[config.mk]
export PLATFORM = sky130hd
export DESIGN_NAME = mmu_ram_seq
export DESIGN_NICKNAME = d
export VERILOG_FILES = /design/src/rtl/mmu_ram_seq.sv
export SDC_FILE = /design/constraint.sdc
export NUM_CORES = 1
export LEC_CHECK = 0
export BUFFER_PORTS_ARGS = -buffer_cell sky130_fd_sc_hd__buf_2
export CORE_ASPECT_RATIO = 1.2
export CORE_MARGIN = 1
export CORE_UTILIZATION = 49
export DETAILED_ROUTE_END_ITERATION = 6
export PLACE_DENSITY_LB_ADDON = 0.05
export SYNTH_ARGS = -nofsm -noshare
export SYNTH_HDL_FRONTEND = slang
export SYNTH_SLANG_ARGS = --single-unit
[constraint.sdc]
create_clock -name CLKX4 -period 4.8 [get_ports CLKX4]
set_input_delay 0.24 -clock CLKX4 [delete_from_list [all_inputs] [get_ports CLKX4]]
set_output_delay 0.24 -clock CLKX4 [all_outputs]
set_load 0.02 [all_outputs]
[src/rtl/mmu_ram_seq.sv]
// ============================================================================
// mmu_ram_seq
// ----------------------------------------------------------------------------
// Sequencer in front of the external 256x8 MMU mapping RAM.
//
// After reset it walks all 256 entries and writes the default identity map,
// holding the CPU halted (nHALT low) until the walk finishes. After that the
// mmu block's RAM port passes straight through to the physical RAM with no
// added latency. Software can ask for a background re-initialisation of one
// task's 8 entries with a level req / one-cycle done handshake.
//
// Every entry takes three cycles so that address and data are stable for a
// full cycle on both sides of the write strobe:
//   SETUP  : address/data driven, MMU_nWR high
//   STROBE : MMU_nWR low
//   HOLD   : MMU_nWR high, address/data still held
//
// Ports
//   CLKX4      in   system clock, rising edge
//   nRESET     in   asynchronous active-low reset
//   cpu_addr   in   [7:0] MMU RAM address from the mmu block, {task, slot}
//   cpu_nrd    in   MMU RAM read strobe, active low
//   cpu_nwr    in   MMU RAM write strobe, active low
//   cpu_wdata  in   [7:0] MMU RAM write data
//   req        in   level request to re-initialise task req_task
//   req_task   in   [4:0] task number, sampled on the accept edge
//   MMU_ADDR   out  [7:0] physical RAM address
//   MMU_nRD    out  physical RAM output enable, active low
//   MMU_nWR    out  physical RAM write strobe, active low
//   MMU_DOUT   out  [7:0] data driven to the RAM
//   MMU_DOE    out  drive enable for MMU_DOUT onto the RAM data bus
//   busy       out  a sequence (full or task) is running
//   nHALT      out  CPU halt, low only during the post-reset full init
//   done       out  one-cycle pulse as a task re-initialisation completes
// ============================================================================
module mmu_ram_seq #(
   parameter logic [1:0] RAM_CS = 2'b10,   // chip select for slots 0-3
   parameter logic [1:0] ROM_CS = 2'b00    // chip select for slots 4-7
) (
   input  logic       CLKX4,
   input  logic       nRESET,
   input  logic [7:0] cpu_addr,
   input  logic       cpu_nrd,
   input  logic       cpu_nwr,
   input  logic [7:0] cpu_wdata,
   input  logic       req,
   input  logic [4:0] req_task,
   output logic [7:0] MMU_ADDR,
   output logic       MMU_nRD,
   output logic       MMU_nWR,
   output logic [7:0] MMU_DOUT,
   output logic       MMU_DOE,
   output logic       busy,
   output logic       nHALT,
   output logic       done
);

   typedef enum logic [1:0] {IDLE, SETUP, STROBE, HOLD} state_t;
   typedef enum logic       {MODE_FULL, MODE_TASK}      mode_t;

   state_t     state, state_nxt;
   mode_t      mode,  mode_nxt;
   logic [7:0] ptr,   ptr_nxt;
   logic       armed, armed_nxt;

   logic       last;
   logic       accept;
   logic [7:0] def_val;

   // Default map entry: depends only on the slot, identical for every task.
   assign def_val = {(ptr[2] ? ROM_CS : RAM_CS), 3'b000, ptr[2:0]};

   // FULL ends after entry FF; TASK ends after slot 7 of its task, so a task
   // sequence on task 31 stops at FF and never wraps.
   assign last   = (mode == MODE_FULL) ? (ptr == 8'hFF) : (ptr[2:0] == 3'b111);

   // A CPU write in flight defers the accept; armed makes a held req fire once.
   assign accept = (state == IDLE) && req && armed && cpu_nwr;

   // -------------------------------------------------------------------------
   // State registers
   // -------------------------------------------------------------------------
   always_ff @(posedge CLKX4 or negedge nRESET) begin
      if (!nRESET) begin
         state <= SETUP;
         mode  <= MODE_FULL;
         ptr   <= 8'h00;
         armed <= 1'b1;
      end else begin
         state <= state_nxt;
         mode  <= mode_nxt;
         ptr   <= ptr_nxt;
         armed <= armed_nxt;
      end
   end

   // -------------------------------------------------------------------------
   // Next-state logic
   // -------------------------------------------------------------------------
   always_comb begin
      state_nxt = state;
      mode_nxt  = mode;
      ptr_nxt   = ptr;
      armed_nxt = armed;

      // Any cycle with req low re-arms the request handshake.
      if (!req)
         armed_nxt = 1'b1;

      unique case (state)
         IDLE: begin
            if (accept) begin
               mode_nxt  = MODE_TASK;
               ptr_nxt   = {req_task, 3'b000};
               armed_nxt = 1'b0;
               state_nxt = SETUP;
            end
         end
         SETUP:  state_nxt = STROBE;
         STROBE: state_nxt = HOLD;
         HOLD: begin
            if (last) begin
               state_nxt = IDLE;
            end else begin
               ptr_nxt   = ptr + 8'd1;
               state_nxt = SETUP;
            end
         end
         default: state_nxt = IDLE;
      endcase
   end

   // -------------------------------------------------------------------------
   // Outputs
   // -------------------------------------------------------------------------
   // Reset leaves the FSM parked in SETUP of entry 0, which would otherwise
   // drive the entry-0 default onto the bus. Data and drive enable are gated
   // with nRESET so the bus is quiet while reset is held, and the first
   // SETUP cycle after release still drives the entry normally.
   always_comb begin
      MMU_ADDR = ptr;
      MMU_nRD  = 1'b1;
      MMU_nWR  = 1'b1;
      MMU_DOUT = 8'h00;
      MMU_DOE  = 1'b0;

      if (state == IDLE) begin
         // Straight combinational passthrough of the mmu block's port.
         MMU_ADDR = cpu_addr;
         MMU_nRD  = cpu_nrd;
         MMU_nWR  = cpu_nwr;
         MMU_DOUT = cpu_wdata;
         MMU_DOE  = !cpu_nwr;
      end else begin
         MMU_ADDR = ptr;
         MMU_nWR  = (state != STROBE);
         MMU_DOUT = nRESET ? def_val : 8'h00;
         MMU_DOE  = nRESET;
      end
   end

   assign busy  = (state != IDLE);
   assign nHALT = !(busy && (mode == MODE_FULL));
   assign done  = (state == HOLD) && (mode == MODE_TASK) && last;

endmodule

==> impl_metrics.env <==
export IMPL_drt_iter0_drc=27
export IMPL_r2r_cells=5
export IMPL_syn2layout_area_growth_pct=26.6
export IMPL_power_uw=829
export IMPL_synth_edff_count=0
export IMPL_antenna_found_initial=0
export IMPL_die_x_microns=43.4
export IMPL_synth_cells=128
export IMPL_via_per_inst=5.59
export IMPL_clkLatencyLatePin_ns=0.27
export IMPL_synth_area_per_cell_sq_um=7.88
export IMPL_final_area_sq_um=1280
export IMPL_yosys_top_cells_area="dfrtp_1 (25%), ha_1 (8.7%), nand2_1 (8.6%)"
export IMPL_cts_buffer_depth=2
export IMPL_place_ws_ns=2.37
export IMPL_dp_hpwl_microns=1850
export IMPL_synth_warnings=0
export IMPL_reg2reg_slack_ns=2.34
export IMPL_grt_ovfl_total=0
export IMPL_min_period_ns=2.47
export IMPL_path_class="flop to output pin"
export IMPL_worst_pin_slew_ns=1.00
export IMPL_whs_path_depth=2
export IMPL_diodes=0
export IMPL_root_buffer="clkbuf_4"
export IMPL_ys_seq_area_share_pct=30.0
export IMPL_endpoint_kind="output pin"
export IMPL_leakage_uw=0.000644
export IMPL_reg2reg_from="state[1]"
export IMPL_cp_arrival_ns=2.23
export IMPL_hold_start="req"
export IMPL_cts_setup_buffers=0
export IMPL_fillCellCount=175
export IMPL_io_buffers=47
export IMPL_start_kind="flop"
export IMPL_vias=1073
export IMPL_cp_max_fo=35
export IMPL_track_usage_pct=24.5
export IMPL_die_h_microns=51.7
export IMPL_core_sq_um=1890
export IMPL_yosys_area_top_type="dfrtp_1"
export IMPL_slew_headroom_pct=33.2
export IMPL_p_per_area_nw_per_um2=649
export IMPL_finalSetupTns_ns=0
export IMPL_io_pins=48
export IMPL_grt_pass1_wl_microns=4220
export IMPL_grt_max_degree=36
export IMPL_timing_rr_end="ptr[0]"
export IMPL_synth_commonest_cells="nand2_1 (23), o21ai_0 (15), dfrtp_1 (10), nor2_1 (10), inv_1 (9)"
export IMPL_nNetsFinal=208
export IMPL_synth_most_common_cell="nand2_1"
export IMPL_cts_made_buffers=3
export IMPL_hold_viol=0
export IMPL_synthArstFlopShare_pct=100
export IMPL_start_util_pct=53.3
export IMPL_slew_violations=0
export IMPL_syn_area_sq_um=1010
export IMPL_final_layout_size_suffix_gt1_share_pct=34.7
export IMPL_cts_tree="done"
export IMPL_max_freq_mhz=405
export IMPL_violations="DRC"
export IMPL_dr_pass1_iters=7
export IMPL_worstPathRequired_ns=4.56
export IMPL_hold_end="armed"
export IMPL_setup_violations=0
export IMPL_drc=6
export IMPL_clock_skew_ns=0.00890
export IMPL_dieArea_sq_um=2240
export IMPL_antenna_left=0
export IMPL_synthDominantCellAreaShare_pct=24.8
export IMPL_place_gp_congestion=0.802
export IMPL_min_period_over_period_pct=51.4
export IMPL_drt_wl_total_microns=2440
export IMPL_grt_pass1_vias=1040
export IMPL_cts_htree_levels=1
export IMPL_syn_nets=161
export IMPL_clkTransAtPathRegs_ns=0.08
export IMPL_dpl_cell_area_sq_um=1240
export IMPL_worst_ir_drop_vdd_v=0.000401
export IMPL_final_core_util_pct=67.4
export IMPL_synth_distinct_cells=36
export IMPL_clock_sinks=12
export IMPL_rows=17
export IMPL_hold_path_class="input port to flop"
export IMPL_status="complete, but fails checks"
export IMPL_synth_ff_type="dfrtp_1"
export IMPL_rsz0062_at_grt="no"
export IMPL_wire_per_inst_microns=12.7
export IMPL_timing_final_ws_setup_ns=2.33
export IMPL_ys_ff_latch=12
export IMPL_max_cap_violations=0
export IMPL_crit_start="state[1]"
cell families (layout without fill, tap and decap cells):
group,after synthesis,after routing,synth area share (%)
DFF,12,12,30.0
AOI/OAI and AO/OA,33,33,22.5
adders and majority gates,7,7,8.68
muxes,7,7,7.82
and+or+nand+nor,54,54,25.3
buffers and inverters,15,60,5.71
critical path, cell delays in order (launching register included):
cell and delay, ns:
dfrtp_1 0.41, inv_1 0.11, ha_1 0.83, inv_1 0.24, nor2_1 0.15, a21oi_1 0.04, buf_2 0.16
flip-flops by register name, summed over array words and instances (netlist names):
register / flops
state: 2
armed: 1
mode: 1
ptr: 8
timing repair:
item                       4_1_cts  5_1_grt
hold endpoints to repair        10        0
setup endpoints to repair        0        0
hold buffers                     1        0
resized for setup                0        0
layout make-up:
type                            instances  area [sq um]  area share [%]
Sequential cell                        12           303            23.7
Tap cell                               19          23.8            1.86
Timing Repair Buffer                   48           245            19.2
Inverter                                9          33.8            2.65
Clock buffer                            3          22.5            1.76
Multi-Input combinational cell        101           648            50.8
report_power, final:
group | leakage, uW | switching, uW | internal, uW | total (uW)
registers | 0.000139 | 53.3 | 148 | 202
clock network | 0.0000138 | 33.1 | 29.0 | 62.1
logic | 0.000492 | 345 | 219 | 565
total | 0.000644 | 432 | 397 | 829
how the worst max path moves through the flow:
stage	cells after the start	endpoint
2_1_floorplan	5	MMU_ADDR[7]
3_3_place_gp	5	ptr[0]
3_5_place_dp	5	ptr[0]
4_1_cts	6	MMU_nWR
5_1_grt	6	MMU_nWR
6_report	6	MMU_nWR
metrics by stage:
step	hold slack, ns	std cells
global placement	0.169	188
global route	0.111	192
detailed placement	0.175	188
finish	0.119	192
floorplan	-0.0556	128
CTS	0.117	192
layout by cell type (no fill, tap or decap), drive strengths merged:
cell type    netlist  final
a311oi             1      1
buf                1     47
a221oi             2      2
inv                9      9
a211oi             1      1
o21a               2      2
nor2b              1      1
nand2b             1      1
o31ai              1      1
clkbuf             5      3
dlygate4sd3        0      1
o32ai              1      1
nand2             23     23
mux2i              3      3
nand4              1      1
dfstp              2      2
and4b              1      1
and2               4      4
or2                1      1
nand3              4      4
and3               3      3
o22ai              1      1
o311a              1      1
dfrtp             10     10
a21o               1      1
ha                 7      7
nor2              10     10
o21ai             15     15
and4               2      2
mux2               4      4
a21oi              3      3
a22o               1      1
a211o              1      1
a21boi             2      2
nor3               3      3
routing by layer:
| layer | part of all wire [%] | GRT usage, % | wire, microns | vias up |
|---|---|---|---|---|
| met2 | 50 | 43.2 | 1220 | 44 |
| met4 | 1.5 | 12.5 | 36 | 0 |
| met3 | 5.5 | 3.47 | 133 | 6 |
| met5 | 0 | 0 | 0 | - |
| li1 | - | - | - | 538 |
| met1 | 43 | 28.3 | 1050 | 485 |
No activity file was read; power rests on OpenSTA's default activity.
